===== src/rtl/rr_grant_fsm.sv =====
// Three-requester round-robin arbiter with a bounded hold time per grant.
// A mandatory one-cycle RECOVER state separates consecutive grants.
module rr_grant_fsm #(
  parameter int unsigned MAX_HOLD = 15
) (
  input  logic       clk,
  input  logic       rst,
  input  logic [2:0] req,
  output logic [2:0] gnt,
  output logic [1:0] owner,
  output logic       busy,
  output logic       timeout,
  output logic       state_err
);

  // Plain vector rather than an enum so the unused 2'b11 code can be recognised.
  localparam logic [1:0] StIdle    = 2'b00;
  localparam logic [1:0] StGrant   = 2'b01;
  localparam logic [1:0] StRecover = 2'b10;

  localparam logic [3:0] HoldLast = 4'(MAX_HOLD - 1);

  logic [1:0] state_q, state_d;
  logic [2:0] gnt_q, gnt_d;
  logic [1:0] owner_q, owner_d;
  logic [1:0] last_q, last_d;
  logic [3:0] cnt_q, cnt_d;
  logic       busy_q, busy_d;
  logic       timeout_q, timeout_d;
  logic       err_q, err_d;

  logic [1:0] winner;
  logic       owner_req;
  logic       hold_limit;

  function automatic logic [1:0] next_idx(input logic [1:0] i);
    return (i == 2'd2) ? 2'd0 : i + 2'd1;
  endfunction

  // Search order starts one past the most recent owner.
  always_comb begin
    logic [1:0] p0, p1, p2;
    p0 = next_idx(last_q);
    p1 = next_idx(p0);
    p2 = next_idx(p1);
    winner = p2;
    if (req[p1]) winner = p1;
    if (req[p0]) winner = p0;
  end

  assign owner_req  = req[owner_q];
  assign hold_limit = (cnt_q == HoldLast);

  always_ff @(posedge clk) begin
    if (rst) begin
      state_q   <= StIdle;
      gnt_q     <= 3'b000;
      owner_q   <= 2'd0;
      last_q    <= 2'd2;
      cnt_q     <= 4'd0;
      busy_q    <= 1'b0;
      timeout_q <= 1'b0;
      err_q     <= 1'b0;
    end else begin
      state_q   <= state_d;
      gnt_q     <= gnt_d;
      owner_q   <= owner_d;
      last_q    <= last_d;
      cnt_q     <= cnt_d;
      busy_q    <= busy_d;
      timeout_q <= timeout_d;
      err_q     <= err_d;
    end
  end

  always_comb begin
    state_d = state_q;
    unique case (state_q)
      StIdle:    if (|req) state_d = StGrant;
      StGrant:   if (!owner_req || hold_limit) state_d = StRecover;
      StRecover: state_d = StIdle;
      default:   state_d = StIdle;
    endcase
  end

  always_comb begin
    gnt_d     = 3'b000;
    owner_d   = owner_q;
    last_d    = last_q;
    cnt_d     = cnt_q;
    timeout_d = 1'b0;
    err_d     = 1'b0;
    unique case (state_q)
      StIdle: begin
        if (|req) begin
          gnt_d   = 3'b001 << winner;
          owner_d = winner;
          cnt_d   = 4'd0;
        end
      end
      StGrant: begin
        // Release wins over expiry, so timeout only fires while still requested.
        if (owner_req) begin
          if (hold_limit) begin
            timeout_d = 1'b1;
          end else begin
            gnt_d = gnt_q;
            cnt_d = (cnt_q == 4'hF) ? cnt_q : cnt_q + 4'd1;
          end
        end
      end
      StRecover: last_d = owner_q;
      default:   err_d = 1'b1;
    endcase
    busy_d = |gnt_d;
  end

  assign gnt       = gnt_q;
  assign owner     = owner_q;
  assign busy      = busy_q;
  assign timeout   = timeout_q;
  assign state_err = err_q;

endmodule


===== config.mk =====
export PLATFORM = sky130hd
export DESIGN_NAME = rr_grant_fsm
export DESIGN_NICKNAME = d
export VERILOG_FILES = /design/src/rtl/rr_grant_fsm.sv
export SDC_FILE = /design/constraint.sdc
export NUM_CORES = 1
export LEC_CHECK = 0
export BUFFER_PORTS_ARGS = -buffer_cell sky130_fd_sc_hd__buf_2
export CELL_PAD_IN_SITES_DETAIL_PLACEMENT = 0
export CELL_PAD_IN_SITES_GLOBAL_PLACEMENT = 2
export CORE_UTILIZATION = 33
export CTS_CLUSTER_SIZE = 28
export DETAILED_ROUTE_END_ITERATION = 10
export PLACE_DENSITY_LB_ADDON = 0.05
export SLEW_MARGIN = 20
export SYNTH_ARGS = -nofsm -noshare
export SYNTH_HDL_FRONTEND = slang
export SYNTH_SLANG_ARGS = --single-unit

===== constraint.sdc =====
create_clock -name clk -period 2.79 [get_ports clk]
set_input_delay 0.1395 -clock clk [delete_from_list [all_inputs] [get_ports clk]]
set_output_delay 0.1395 -clock clk [all_outputs]
set_load 0.02 [all_outputs]

==> results.yml, run 1 <==
layout:
  drive_gt1_share_pct: 17.9
  final_nets: 114
  area_growth_pct: 15.2
  diodes: 0
  fin_area_um2: 902
yosys:
  yosysTopAreaCellShare_pct: 40.9
  yosys.area_share.adder_pct: 3.19
  yosys_warnings: 0
  synth-simple-area-share_pct: 31.2
  synthDistinctLibCells: 33
  synth_top_cell_by_area: "dfxtp_1"
  synth_nets: 100
  synth_cells: 93
  ys_seq_area_share_pct: 40.9
  synthXorXnorAreaFrac_pct: 0
  synth_compound_area_share_pct: 19.2
  synth_top_family_by_area: "simple AND/OR/NAND/NOR gates"
  synth_area_leaders: "dfxtp_1, a21oi_1, nand2_1"
  syn_area_um2: 783
  ys_seq_elements: 16
  syn_avg_cell_area_um2: 8.42
  muxShareOfSynthArea_pct: 2.56
sta:
  slew_headroom_pct: 68.2
  worst_pin_slew_ns: 0.473
  finalWorstSetupSlack_ns: 1.20
  slew_violations: 0
  rsz0062_at_grt: "false"
  fmax_mhz: 630
  fin_tns_setup_ns: 0
  finClkSkew_ns: 0.00219
  min_period_ns: 1.59
  finalCritPeriodShare_pct: 56.9
  hold_violations: 0
  setup_viol: 0
  hold_ws_ns: 0.172
cts:
  postCtsSetupBuffers: 0
  post_cts_resized: 0
  cts_tree: "done"
  clk_path_buf_depth: 2
  cts_inserted_buffers: 3
  cts_root_buf: "clkbuf_4"
  h-tree-depth: 1
  cts_sinks: 16
  hold_buffers: 0
  clk_pin_slew_ns: 0.09
  clk_latency_ns: 0.28
placed_design:
  pre_cts_ws_ns: 1.26
  io_buffers: 12
  dp.final_hpwl_mm: 1.28
  placement.cell_area_um2: 866
  gp_congestion: 0.789
global_routing:
  antenna_found_initial: 0
  track_usage_pct: 15.7
  grt_overflow: 0
  grt_pass1_wl_mm: 2.92
  grt_max_degree: 14
  grt_pass1_vias: 674
pwr:
  power_leakage_nw: 0.372
  ir_drop_v: 0.000365
  finalPower_w: 0.000506
  power.density_nw_per_um2: 561
detailed_routing:
  drt-wirelength-per-cell_um: 13.1
  detail_route.vias_per_cell: 5.22
  drc: 0
  drtIter0Drc: 13
  drt-total-wl_mm: 1.75
  detail-route-antenna-nets: 0
  firstDrtPassIters: 4
  via_count: 699
die:
  start_util_pct: 35.1
  fp.dieH_um: 50.7
  num_io_pins: 13
  die_area_um2: 2570
  core_area_um2: 2230
  die_w_um: 50.7
  rows: 17
setup_path:
  rrSetupSlack_ns: 1.20
  required_ns: 3.01
  setup.worst_path.start_class: "register"
  critPathCaptureType: "register"
  path_class: "register to register"
  cp_max_fo: 9
  arrival_ns: 1.81
outcome:
  status: "finished, final reports clean"
run:
  drv_cap: 0
min_path:
  hold_class: "input pin to register"
## critical path, stage by stage (launching register included)
cell and delay (ns):
dfxtp_1 0.41, inv_1 0.09, ha_1 0.22, nand3_1 0.17, nand3b_4 0.14, or3_1 0.36, a21boi_1 0.14
## sequential cells by signal, summed over array words and instances, names as in the netlist
signal     cells
owner          2
busy           1
gnt            3
state_err      1
timeout        1
last_q         2
state_q        2
cnt_q          4
## cells by family (layout without fill, tap and decap cells)
| kind of cell | after synthesis | in the layout |
|---|---|---|
| buffers and inverters | 6 | 19 |
| flip-flops | 16 | 16 |
| adder cells (fa/ha/maj) | 2 | 2 |
| multiplexers | 2 | 2 |
| AO/OA/AOI/OAI | 24 | 24 |
| AND/OR/NAND/NOR | 43 | 43 |
## per-layer routing
metal	track usage [%]	up-vias	routed length [um]
li1	-	367	-
met1	17.9	320	798
met3	5.45	4	51
met4	6.48	0	29
met5	0	-	0
met2	26.2	8	873
## area by class of cell
| cell class | instances | area, um^2 |
|---|---|---|
| Clock buffer | 4 | 36.3 |
| Fill cell | 255 | 1330 |
| Inverter | 3 | 11.3 |
| Multi-Input combinational cell | 71 | 439 |
| Sequential cell | 16 | 320 |
| Tap cell | 28 | 35.0 |
| Timing Repair Buffer | 12 | 60.1 |
## power breakdown
group | switching (W) | internal [W] | total, W
clock | 0.0000706 | 0.0000794 | 0.000150
combinational | 0.0000597 | 0.0000372 | 0.0000969
sequential | 0.0000164 | 0.000242 | 0.000259
total | 0.000147 | 0.000359 | 0.000506
## synthesized netlist by cell type
master / n
nor2_1: 9
inv_1: 3
nand2_1: 9
nand3b_1: 2
nor3b_1: 1
o21a_1: 1
o31ai_1: 1
clkbuf_1: 2
buf_2: 1
and2_2: 1
or3_1: 3
nand3_1: 1
nor3_1: 5
nand4b_1: 2
ha_1: 2
a21boi_0: 1
a21oi_1: 7
dfxtp_1: 16
a21boi_1: 1
o41ai_1: 3
o21ai_0: 6
mux2i_1: 2
a31oi_1: 2
nor2b_1: 1
nand4_1: 1
and3b_1: 1
or2b_1: 1
o21ai_2: 1
o211ai_1: 1
nand2b_1: 3
nand3b_4: 1
and3_1: 1
nor4_1: 1
## cell usage in the layout (no fill, tap or decap), types with 2 or more instances in the layout
master / count
buf_2: 12
nor2_1: 9
or3_1: 3
nor3_1: 5
clkbuf_4: 3
inv_1: 3
nand2_1: 9
o41ai_1: 3
mux2i_1: 2
a31oi_1: 2
nand4b_1: 2
nand2b_1: 3
o21ai_0: 6
a21oi_1: 7
nand3b_1: 2
ha_1: 2
dfxtp_1: 16
## path summary, 6_finish.rpt
check	end	startpoint	depth (start not counted)
worst max register to register	cnt_q[3]	cnt_q[0]	6
worst min register to register	gnt[2]	gnt[2]	2
worst min-delay path	owner[1]	rst	2
worst max-delay path	cnt_q[3]	cnt_q[0]	6
## metrics by stage
stage | std cells | utilization, %
after floorplan | 93 | -
after global placement | 130 | 38.8
after detailed placement | 130 | 38.8
after CTS | 134 | 40.4
after global routing | 134 | 40.4
final | 134 | 40.4
Note: power is estimated with default switching activity, not from simulation.
==> run 2: changes to the inputs <==
Settings changed: ABC_AREA from default to 1, CORE_UTILIZATION 33 to 26.
Clock period 2.79 ns to 1.4 ns, I/O delays scaled along.
==> run 2 against run 1 <==
Against the previous run:
- sequential power grew 98%
- clock skew grew 0.0044 ns
- fmax grew 22%
- global-route usage shrank 2.4 points
- combinational power grew to 3.1 times the previous value
- die area grew 33%
- flip-flop and latch count is the same
- wire length grew 15%
- critical path type unchanged
==> results.yml, run 2 <==
pwr:
  finalPower_w: 0.00105
  power.density_nw_per_um2: 961
  power_leakage_nw: 0.545
  ir_drop_v: 0.000378
yosys:
  synth_area_leaders: "dfxtp_1, nand2_1, nand3_1"
  synth_top_flop_cell: "dfxtp_1"
  synth_top_cells_by_count: "nand2_1, dfxtp_1, inv_1"
  yosys_warnings: 0
  ys_seq_elements: 16
  yosys.cell_count.top_type: "nand2_1"
  async_flop_share_pct: 0
  ys_seq_area_share_pct: 38.7
  synth-edff-count: 0
  syn_area_um2: 828
  synth_nets: 126
  yosysTopAreaCellShare_pct: 38.7
  synth_top_cell_by_area: "dfxtp_1"
  syn_avg_cell_area_um2: 6.96
  synthDistinctLibCells: 22
  synth_cells: 119
sta:
  rsz0062_at_grt: "true"
  min_period_ns: 1.30
  finalCritPeriodShare_pct: 93.1
  finClkSkew_ns: 0.00660
  hold_violations: 0
  worst_pin_slew_ns: 0.309
  slew_violations: 0
  fin_tns_setup_ns: 0
  setup_viol: 0
  slew_headroom_pct: 79.4
  fmax_mhz: 767
setup_path:
  arrival_ns: 1.48
  reg2reg_to: "busy"
  cp_max_fo: 4
  crit_start: "cnt_q[0]"
  r2r_cells: 9
  rrSetupSlack_ns: 0.1
  setup.worst_path.start_class: "register"
  required_ns: 1.57
  crit_end: "busy"
  critPathCaptureType: "register"
  reg2reg_from: "cnt_q[0]"
  path_class: "register to register"
layout:
  multi_input_area_um2: 485
  regArea_um2: 330
  drive_gt1_share_pct: 33.1
  final_nets: 151
  regMostFlops: "cnt_q"
  fin_area_um2: 1090
  largest_reg_flops: 4
  area_growth_pct: 31.4
  diodes: 0
  final_cells: 186
  final_common_cell: "nand2_1"
  fill_cells: 339
  layout_common_cells: "nand2_1, inv_1, dfxtp_1, buf_2"
die:
  core_area_um2: 3030
  num_io_pins: 13
  die_area_um2: 3420
  rows: 20
  start_util_pct: 27.4
  fp.dieH_um: 58.4
  die_w_um: 58.4
placed_design:
  io_buffers: 12
  placement.cell_area_um2: 985
  dp.cells: 180
  dp.final_hpwl_mm: 1.59
  gp_congestion: 0.737
global_routing:
  track_usage_pct: 13.2
  grt_max_degree: 10
  grt_pass1_wl_mm: 3.37
  grt_overflow: 0
  antenna_found_initial: 0
  grt_pass1_vias: 786
cts:
  clk_pin_slew_ns: 0.09
  cts_root_buf: "clkbuf_4"
  cts_tree: "done"
  clk_latency_ns: 0.28
  h-tree-depth: 1
  cts_inserted_buffers: 3
  cts_sinks: 16
  clk_path_buf_depth: 2
  hold_buffers: 0
detailed_routing:
  firstDrtPassIters: 4
  via_count: 804
  drt-total-wl_mm: 2.01
  drtIter0Drc: 36
  drt-wirelength-per-cell_um: 10.8
  drc: 0
  detail_route.vias_per_cell: 4.32
  detail-route-antenna-nets: 0
min_path:
  hold_class: "input pin to register"
  worstHoldStart: "rst"
outcome:
  status: "finished, final reports clean"
run:
  drv_cap: 0
[run 2: cell count changes in the layout (fill, tap and decap cells not counted), moves of 4 or more]
cell / before / now
nand2_1: 9 / 31
inv_1: 3 / 12
buf_4: 0 / 8
nand3_1: 1 / 9
inv_2: 0 / 5
nand2_2: 0 / 5
dfxtp_1: 16 / 12
nor3_1: 5 / 1
[run 2: cells by family after synthesis]
group	count (synthesis)	synth area share [%]
DFF	16	38.7
adders and majority gates	2	3.02
and+or+nand+nor	65	35.8
AOI/OAI and AO/OA	16	12.2
buffers and inverters	18	8.16
xor gates and xnor gates	2	2.12
[run 2: cell type report]
| cell class | count | share of cell area (%) |
|---|---|---|
| multi-input combinational | 85 | 44.6 |
| sequential | 16 | 30.3 |
| clock buffer | 3 | 2.07 |
| timing repair buffer | 21 | 12.1 |
| tap | 44 | 5.06 |
| inverter | 17 | 5.86 |
[run 2: timing repair]
item / in CTS / in global routing
setup buffers: 0 / 3
setup endpoints to repair: 0 / 9
resized for setup: 0 / 19
[run 2: how the worst min path moves through the flow]
stage          slack (ns)  cells after the start         end
2_1_floorplan        0.35                      4     timeout
3_3_place_gp         0.38                      2    cnt_q[1]
3_5_place_dp         0.38                      2  state_q[1]
4_1_cts              0.07                      2  state_q[1]
5_1_grt              0.08                      2  state_q[1]
6_report             0.07                      2  state_q[1]
[run 2: through the flow]
step	utilization, %	hold WS [ns]	worst slack (ns)
4_1_cts	33.3	0.0699	0.0141
6_report	36.0	0.0721	0.0963
2_1_floorplan	-	0.351	0.115
3_5_place_dp	32.5	0.380	0.0391
3_3_place_gp	32.5	0.376	0.0204
5_1_grt	36.0	0.0755	-0.00606
[run 2: where the power goes]
part | internal [W] | total [W] | switching (W) | leakage (nW)
Sequential | 0.000489 | 0.000514 | 0.0000247 | 0.132
Clock | 0.0000995 | 0.000234 | 0.000134 | 0.0138
Combinational | 0.000109 | 0.000299 | 0.000190 | 0.399
Total | 0.000698 | 0.00105 | 0.000348 | 0.545
[run 2: critical path, cell delays in order (launching register included)]
cell and delay [ns]:
dfxtp_4 0.36, inv_2 0.07, ha_4 0.13, nand3_2 0.09
buf_6 0.14, nand2_1 0.04, nand3b_1 0.11, nand2_1 0.06
o21bai_1 0.14, nand2_1 0.06
[run 2: metal layers]
layer,part of all wire (%),vias to the layer above,track usage (%)
met5,0,-,0
met4,1.9,0,7.14
met3,2.3,4,2.20
met2,49,7,23.2
met1,46,367,15.4
li1,-,426,-
